--- src/rtl/constants_pkg.sv ---
// -----------------------------------------------------------------------------
// constants_pkg
// Shared constants for the ALU and its command sequencer.
//   op_e    : 2-bit ALU operation encoding (ADD/SUB/OR/AND), driven on sel_i.
//   state_e : alu_sequencer FSM states (IDLE/EXEC/RESP).
// -----------------------------------------------------------------------------
package constants_pkg;

    typedef enum logic [1:0] {
        ADD = 2'b00,
        SUB = 2'b01,
        OR  = 2'b10,
        AND = 2'b11
    } op_e;

    typedef enum logic [1:0] {
        IDLE = 2'b00,
        EXEC = 2'b01,
        RESP = 2'b10
    } state_e;

endpackage

--- src/rtl/alu_sequencer.sv ---
// -----------------------------------------------------------------------------
// alu_sequencer
// Command-side controller for an external, shared combinational alu.
// Accepts a command (IDLE), presents the registered operands to the ALU for
// one cycle (EXEC), captures result/flags into output registers and the
// accumulator, then holds the result until the consumer takes it (RESP).
//
// Configuration macro: ALU_SEQ_OPCOUNT_EN
//   defined   -> 16-bit completed-operation counter on op_count_o
//   undefined -> no counter, no op_count_o port
//
// Ports:
//   clk_i, rst_ni            clock (rising edge), synchronous active-low reset
//   op_valid_i / op_ready_o  command handshake
//   op_sel_i, op_a_i, op_b_i operation and operands
//   op_acc_i                 use accumulator instead of op_a_i
//   acc_clr_i                synchronous accumulator clear (any state)
//   alu_sel_o/op1_o/op2_o    to alu sel_i/op1_i/op2_i
//   alu_res_i/zero_i/neg_i   from alu res_o/zero_o/neg_o
//   res_valid_o/res_ready_i  result handshake
//   res_o, zero_o, neg_o     registered result and flags
//   acc_o                    accumulator
//   op_count_o               completed operations (ALU_SEQ_OPCOUNT_EN only)
// -----------------------------------------------------------------------------
module alu_sequencer
    import constants_pkg::*;
#(
    parameter int DWIDTH = 8
) (
    input  logic              clk_i,
    input  logic              rst_ni,

    input  logic              op_valid_i,
    output logic              op_ready_o,
    input  logic [1:0]        op_sel_i,
    input  logic [DWIDTH-1:0] op_a_i,
    input  logic [DWIDTH-1:0] op_b_i,
    input  logic              op_acc_i,
    input  logic              acc_clr_i,

    output logic [1:0]        alu_sel_o,
    output logic [DWIDTH-1:0] alu_op1_o,
    output logic [DWIDTH-1:0] alu_op2_o,
    input  logic [DWIDTH-1:0] alu_res_i,
    input  logic              alu_zero_i,
    input  logic              alu_neg_i,

    output logic              res_valid_o,
    input  logic              res_ready_i,
    output logic [DWIDTH-1:0] res_o,
    output logic              zero_o,
    output logic              neg_o,
    output logic [DWIDTH-1:0] acc_o
`ifdef ALU_SEQ_OPCOUNT_EN
    ,
    output logic [15:0]       op_count_o
`endif
);

    state_e            state_q;
    state_e            state_d;

    op_e               sel_q;
    logic [DWIDTH-1:0] op1_q;
    logic [DWIDTH-1:0] op2_q;
    logic [DWIDTH-1:0] res_q;
    logic              zero_q;
    logic              neg_q;
    logic [DWIDTH-1:0] acc_q;

    logic              accept;
    logic              capture;

    assign accept  = (state_q == IDLE) && op_valid_i;
    assign capture = (state_q == EXEC);

    // -------------------------------------------------------------------------
    // FSM
    // -------------------------------------------------------------------------
    always_ff @(posedge clk_i) begin
        // NOTE: clocked state uses non-blocking assignments so every register
        // samples the pre-edge values of the others.
        if (!rst_ni) begin
            state_q <= IDLE;
        end else begin
            state_q <= state_d;
        end
    end

    always_comb begin
        state_d = state_q;
        unique case (state_q)
            IDLE:    if (op_valid_i)  state_d = EXEC;
            EXEC:                     state_d = RESP;
            RESP:    if (res_ready_i) state_d = IDLE;
            default:                  state_d = IDLE;
        endcase
    end

    // Handshake outputs are decoded from state only, never from inputs.
    assign op_ready_o  = (state_q == IDLE);
    assign res_valid_o = (state_q == RESP);

    // -------------------------------------------------------------------------
    // Operand, result and accumulator registers
    // -------------------------------------------------------------------------
    always_ff @(posedge clk_i) begin
        // NOTE: reset clears every datapath register, so a reset during
        // EXEC/RESP discards the in-flight operation completely.
        if (!rst_ni) begin
            sel_q  <= ADD;
            op1_q  <= '0;
            op2_q  <= '0;
            res_q  <= '0;
            zero_q <= 1'b0;
            neg_q  <= 1'b0;
            acc_q  <= '0;
        end else begin
            if (accept) begin
                sel_q <= op_e'(op_sel_i);
                // acc_q here is the pre-edge value, so a coinciding clear
                // does not affect the operand.
                op1_q <= op_acc_i ? acc_q : op_a_i;
                op2_q <= op_b_i;
            end
            if (capture) begin
                res_q  <= alu_res_i;
                zero_q <= alu_zero_i;
                neg_q  <= alu_neg_i;
                acc_q  <= alu_res_i;
            end
            // Last assignment wins: a clear overrides the EXEC capture of acc.
            if (acc_clr_i) begin
                acc_q <= '0;
            end
        end
    end

    assign alu_sel_o = sel_q;
    assign alu_op1_o = op1_q;
    assign alu_op2_o = op2_q;
    assign res_o     = res_q;
    assign zero_o    = zero_q;
    assign neg_o     = neg_q;
    assign acc_o     = acc_q;

`ifdef ALU_SEQ_OPCOUNT_EN
    // -------------------------------------------------------------------------
    // Completed-operation counter; wraps naturally at 16 bits and ignores
    // the accumulator clear.
    // -------------------------------------------------------------------------
    logic [15:0] count_q;

    always_ff @(posedge clk_i) begin
        if (!rst_ni) begin
            count_q <= '0;
        end else if (capture) begin
            count_q <= count_q + 16'd1;
        end
    end

    assign op_count_o = count_q;
`endif

endmodule

--- config.mk ---
export PLATFORM = sky130hd
export DESIGN_NAME = alu_sequencer
export DESIGN_NICKNAME = d
export VERILOG_FILES = /design/src/rtl/constants_pkg.sv /design/src/rtl/alu_sequencer.sv
export SDC_FILE = /design/constraint.sdc
export NUM_CORES = 1
export LEC_CHECK = 0
export BUFFER_PORTS_ARGS = -buffer_cell sky130_fd_sc_hd__buf_4
export CAP_MARGIN = 20
export CORE_MARGIN = 1
export CORE_UTILIZATION = 48
export DETAILED_ROUTE_END_ITERATION = 10
export GPL_TIMING_DRIVEN = 0
export HOLD_SLACK_MARGIN = 0.02
export PLACE_DENSITY = 0.83
export SYNTH_ARGS = -nofsm -noshare
export SYNTH_HDL_FRONTEND = slang
export SYNTH_SLANG_ARGS = --single-unit
--- constraint.sdc ---
create_clock -name clk_i -period 2.3 [get_ports clk_i]
set_input_delay 0.69 -clock clk_i [delete_from_list [all_inputs] [get_ports clk_i]]
set_output_delay 0.69 -clock clk_i [all_outputs]
set_load 0.02 [all_outputs]
==> flow_summary_export.csv <==
group,metric,value,unit
grt,met1_usage,25.0,%
critical_path,end_kind,"output pin",
timing,min_period_over_period,78.4,%
timing,drv_slew,0,
critical_path,crit_chain,"nor2b_1 > buf_4",
drt,drt-pass1-iter-count,7,
yosys,synth.net_count,193,
final_layout,num-fill-cells,228,
critical_path,cp.required,1610,ps
yosys,ys_warn_count,0,
critical_path,r2r-start,"state_q[0]$_SDFFE_PN0P_",
yosys,synth_top_cell_by_area,"dfxtp_1",
grt,antenna_found_initial,0,
power,p_sw_share,25.4,%
status,failed_checks,"DRC",
grt,grt_max_degree,12,
drt,vias,1353,
critical_path,max_stage_delay,450,ps
clock_network,cts-resized-gates,0,
grt,grt_overflow,0,
grt,grt_use_met2,41.0,%
critical_path,rr_endpoint,"alu_op2_o[3]$_SDFFE_PN0P_",
grt,grt_pass1_vias,1287,
timing,worst_pin_slew,437,ps
clock_network,numCtsBuffers,5,
clock_network,tritoncts,"done",
floorplanning,rows,19,
critical_path,worst_setup_path_start_kind,"flop",
timing,setup_tns,0,ps
power,p_leak,1.02,nW
power,internal_power,0.00106,W
yosys,syn_area_per_cell,9.15,um2
clock_network,post_cts_buffers,0,
yosys,syn_inst,159,
timing,finalCriticalPeriod,1800,ps
critical_path,reg2reg_depth,3,
placement,hpwl,2740,um
floorplanning,fp.dieH,57.1,um
timing,setup_viol_count_final,0,
critical_path,critical_path_class,"flop to output pin",
placement,portBuffers,70,
placement,gp_congestion,0.775,
final_layout,fin_nets,270,
final_layout,diodes,0,
drt,wl,3480,um
critical_path,worstPathArrival,1110,ps
yosys,ys_ff_latch,38,
clock_network,cts_root_buffer,"clkbuf_4",
floorplanning,coreArea,2810,um2
final_layout,areaGrowthSynthToFinish,43.9,%
drt,ant_nets,0,
floorplanning,start_util,51.9,%
clock_network,clk_latency,340,ps
critical_path,critPathSlowestCell,"dfxtp_1",
grt,grt_util_met3,7.94,%
power,pwr-share-clk,30.6,%
grt,grt_most_used_layer,"met2",
clock_network,cts_hold_buffers,0,
timing,slew_headroom,70.8,%
min_path,min_path_cells,2,
yosys,yosysUniqueCellTypes,20,
grt,grt_pass1_wl,5640,um
timing,hold_violations,0,
floorplanning,die_x,57.1,um
drt,drc,13,
drt,wl_per_cell,13.0,um
yosys,synth.cell_area,1460,um2
yosys,ys_seq_area_share,52.3,%
final_layout,final_util,74.7,%
final_layout,layout-drive-gt1-share,35.9,%
floorplanning,die-area,3260,um2
yosys,synth_area_leaders,"dfxtp_1 (52%), nand2_1 (12%), mux2i_1 (5.5%)",
clock_network,clk_pin_slew,100,ps
yosys,synth_top_area_share,52.3,%
drt,routed_via_density,5.05,
critical_path,r2r_slack,980,ps
drt,drtIter0Drc,63,
min_path,hp-start,"alu_op2_o[6]$_SDFFE_PN0P_",
min_path,holdPathEnd,"alu_op2_o[6]$_SDFFE_PN0P_",
critical_path,path_buf_inv,1,
floorplanning,io-pin-count,72,
clock_network,cts.sinks,38,
min_path,hold_class,"flop to flop",
status,status,"finished, violations left",
power,power_frac_seq,50.8,%
power,power_frac_comb,18.6,%
power,ir_worst_vdd,0.417,mV
grt,grtUsageTotal,22.8,%
critical_path,cp_max_fo,5,
clock_network,cts_buffer_depth,2,
timing,rsz0062_at_grt,"false",
power,switchingPower,0.000360,W
power,power_density,676,nW/um2
timing,fin_skew,10.5,ps
critical_path,cp_top_family,"flip-flops",
timing,fmax,554,MHz
clock_network,cts.htree.levels,2,
flow_run,cap_violations,0,
## kinds of logic (layout without fill, tap and decap cells)
group           Yosys count  in the layout  share of synthesized area (%)
flops                    38             38                           52.3
simple gates             64             64                           19.4
buf+inv                  12             90                           5.42
compound gates           37             37                           17.4
mux                       8              8                           5.50
## cell usage after synthesis
cell	number
buf_1	1
and2_1	1
nor2_1	1
nand2b_1	2
nand3_1	10
dfxtp_1	38
buf_2	2
o21ai_0	10
mux2i_1	8
o211a_1	8
nor2b_1	3
buf_4	2
clkbuf_2	1
clkbuf_1	3
nor3b_4	1
nand2_1	46
buf_6	3
a21boi_0	10
a21oi_1	8
o21a_1	1
## flip-flops by register name (all words and copies together), names as in the netlist
name,flops
res_o,8
zero_o,1
state_q,2
alu_op1_o,8
alu_sel_o,2
neg_o,1
alu_op2_o,8
acc_o,8
## power groups by stage
stage | Combinational [W] | Clock [W] | Sequential [W]
global placement | 0.000258 | 0 | 0.000731
floorplan | 0.0000981 | 0 | 0.000775
CTS | 0.000265 | 0.000440 | 0.000720
finish | 0.000263 | 0.000433 | 0.000720
global route | 0.000284 | 0.000472 | 0.000724
detailed placement | 0.000264 | 0 | 0.000734
## final cells by class
class	instances	area (um2)	share of cell area (%)
plain buffers	12	78.8	3.76
repair buffers	70	526	25.1
multi-input cells	109	616	29.4
clock buffers	7	45.0	2.15
well taps	31	38.8	1.85
flip-flops and latches	38	761	36.3
clock inverters	1	30.0	1.43
## through the flow
step,setup WS (ps),hold slack [ps],total power (W),std cells,area (um2)
2_1_floorplan,835,533,0.000873,159,1460
3_3_place_gp,626,447,0.000989,260,2020
3_5_place_dp,578,453,0.000999,260,2020
4_1_cts,487,472,0.00142,268,2090
5_1_grt,433,497,0.00148,268,2090
6_report,496,468,0.00142,268,2090
## cells in the final DEF (no fill, tap or decap), types with 2 or more instances in the layout
cell | Yosys | final
o211a_1 | 8 | 8
buf_2 | 2 | 2
clkbuf_1 | 3 | 5
nand2b_1 | 2 | 2
mux2i_1 | 8 | 8
o21ai_0 | 10 | 10
a21boi_0 | 10 | 10
buf_6 | 3 | 3
nand3_1 | 10 | 10
buf_4 | 2 | 72
nand2_1 | 46 | 46
a21oi_1 | 8 | 8
dfxtp_1 | 38 | 38
nor2b_1 | 3 | 3
clkbuf_4 | 0 | 5
## worst register-to-register path: stages (launching register included)
cell and delay, ps:
dfxtp_1 380, nor3b_4 440, clkbuf_2 280, o21ai_0 110
## worst max path at each step
stage / endpoint / cells past startpoint / start / slack, ps
finish: res_valid_o / 2 / state_q[1]$_SDFFE_PN0P_ / 500
CTS: res_valid_o / 2 / state_q[1]$_SDFFE_PN0P_ / 490
global route: res_valid_o / 2 / state_q[1]$_SDFFE_PN0P_ / 430
detailed placement: alu_op2_o[3]$_SDFFE_PN0P_ / 4 / op_valid_i / 580
global placement: alu_op2_o[6]$_SDFFE_PN0P_ / 4 / op_valid_i / 630
floorplan: alu_op1_o[7]$_SDFFE_PN0P_ / 4 / op_valid_i / 830
## routing by layer
metal,vias to the layer above,wire length [um]
met5,-,0
met4,0,37
met3,4,272
met2,52,1750
met1,606,1410
li1,691,-
Power figures use the tool's default switching activity.
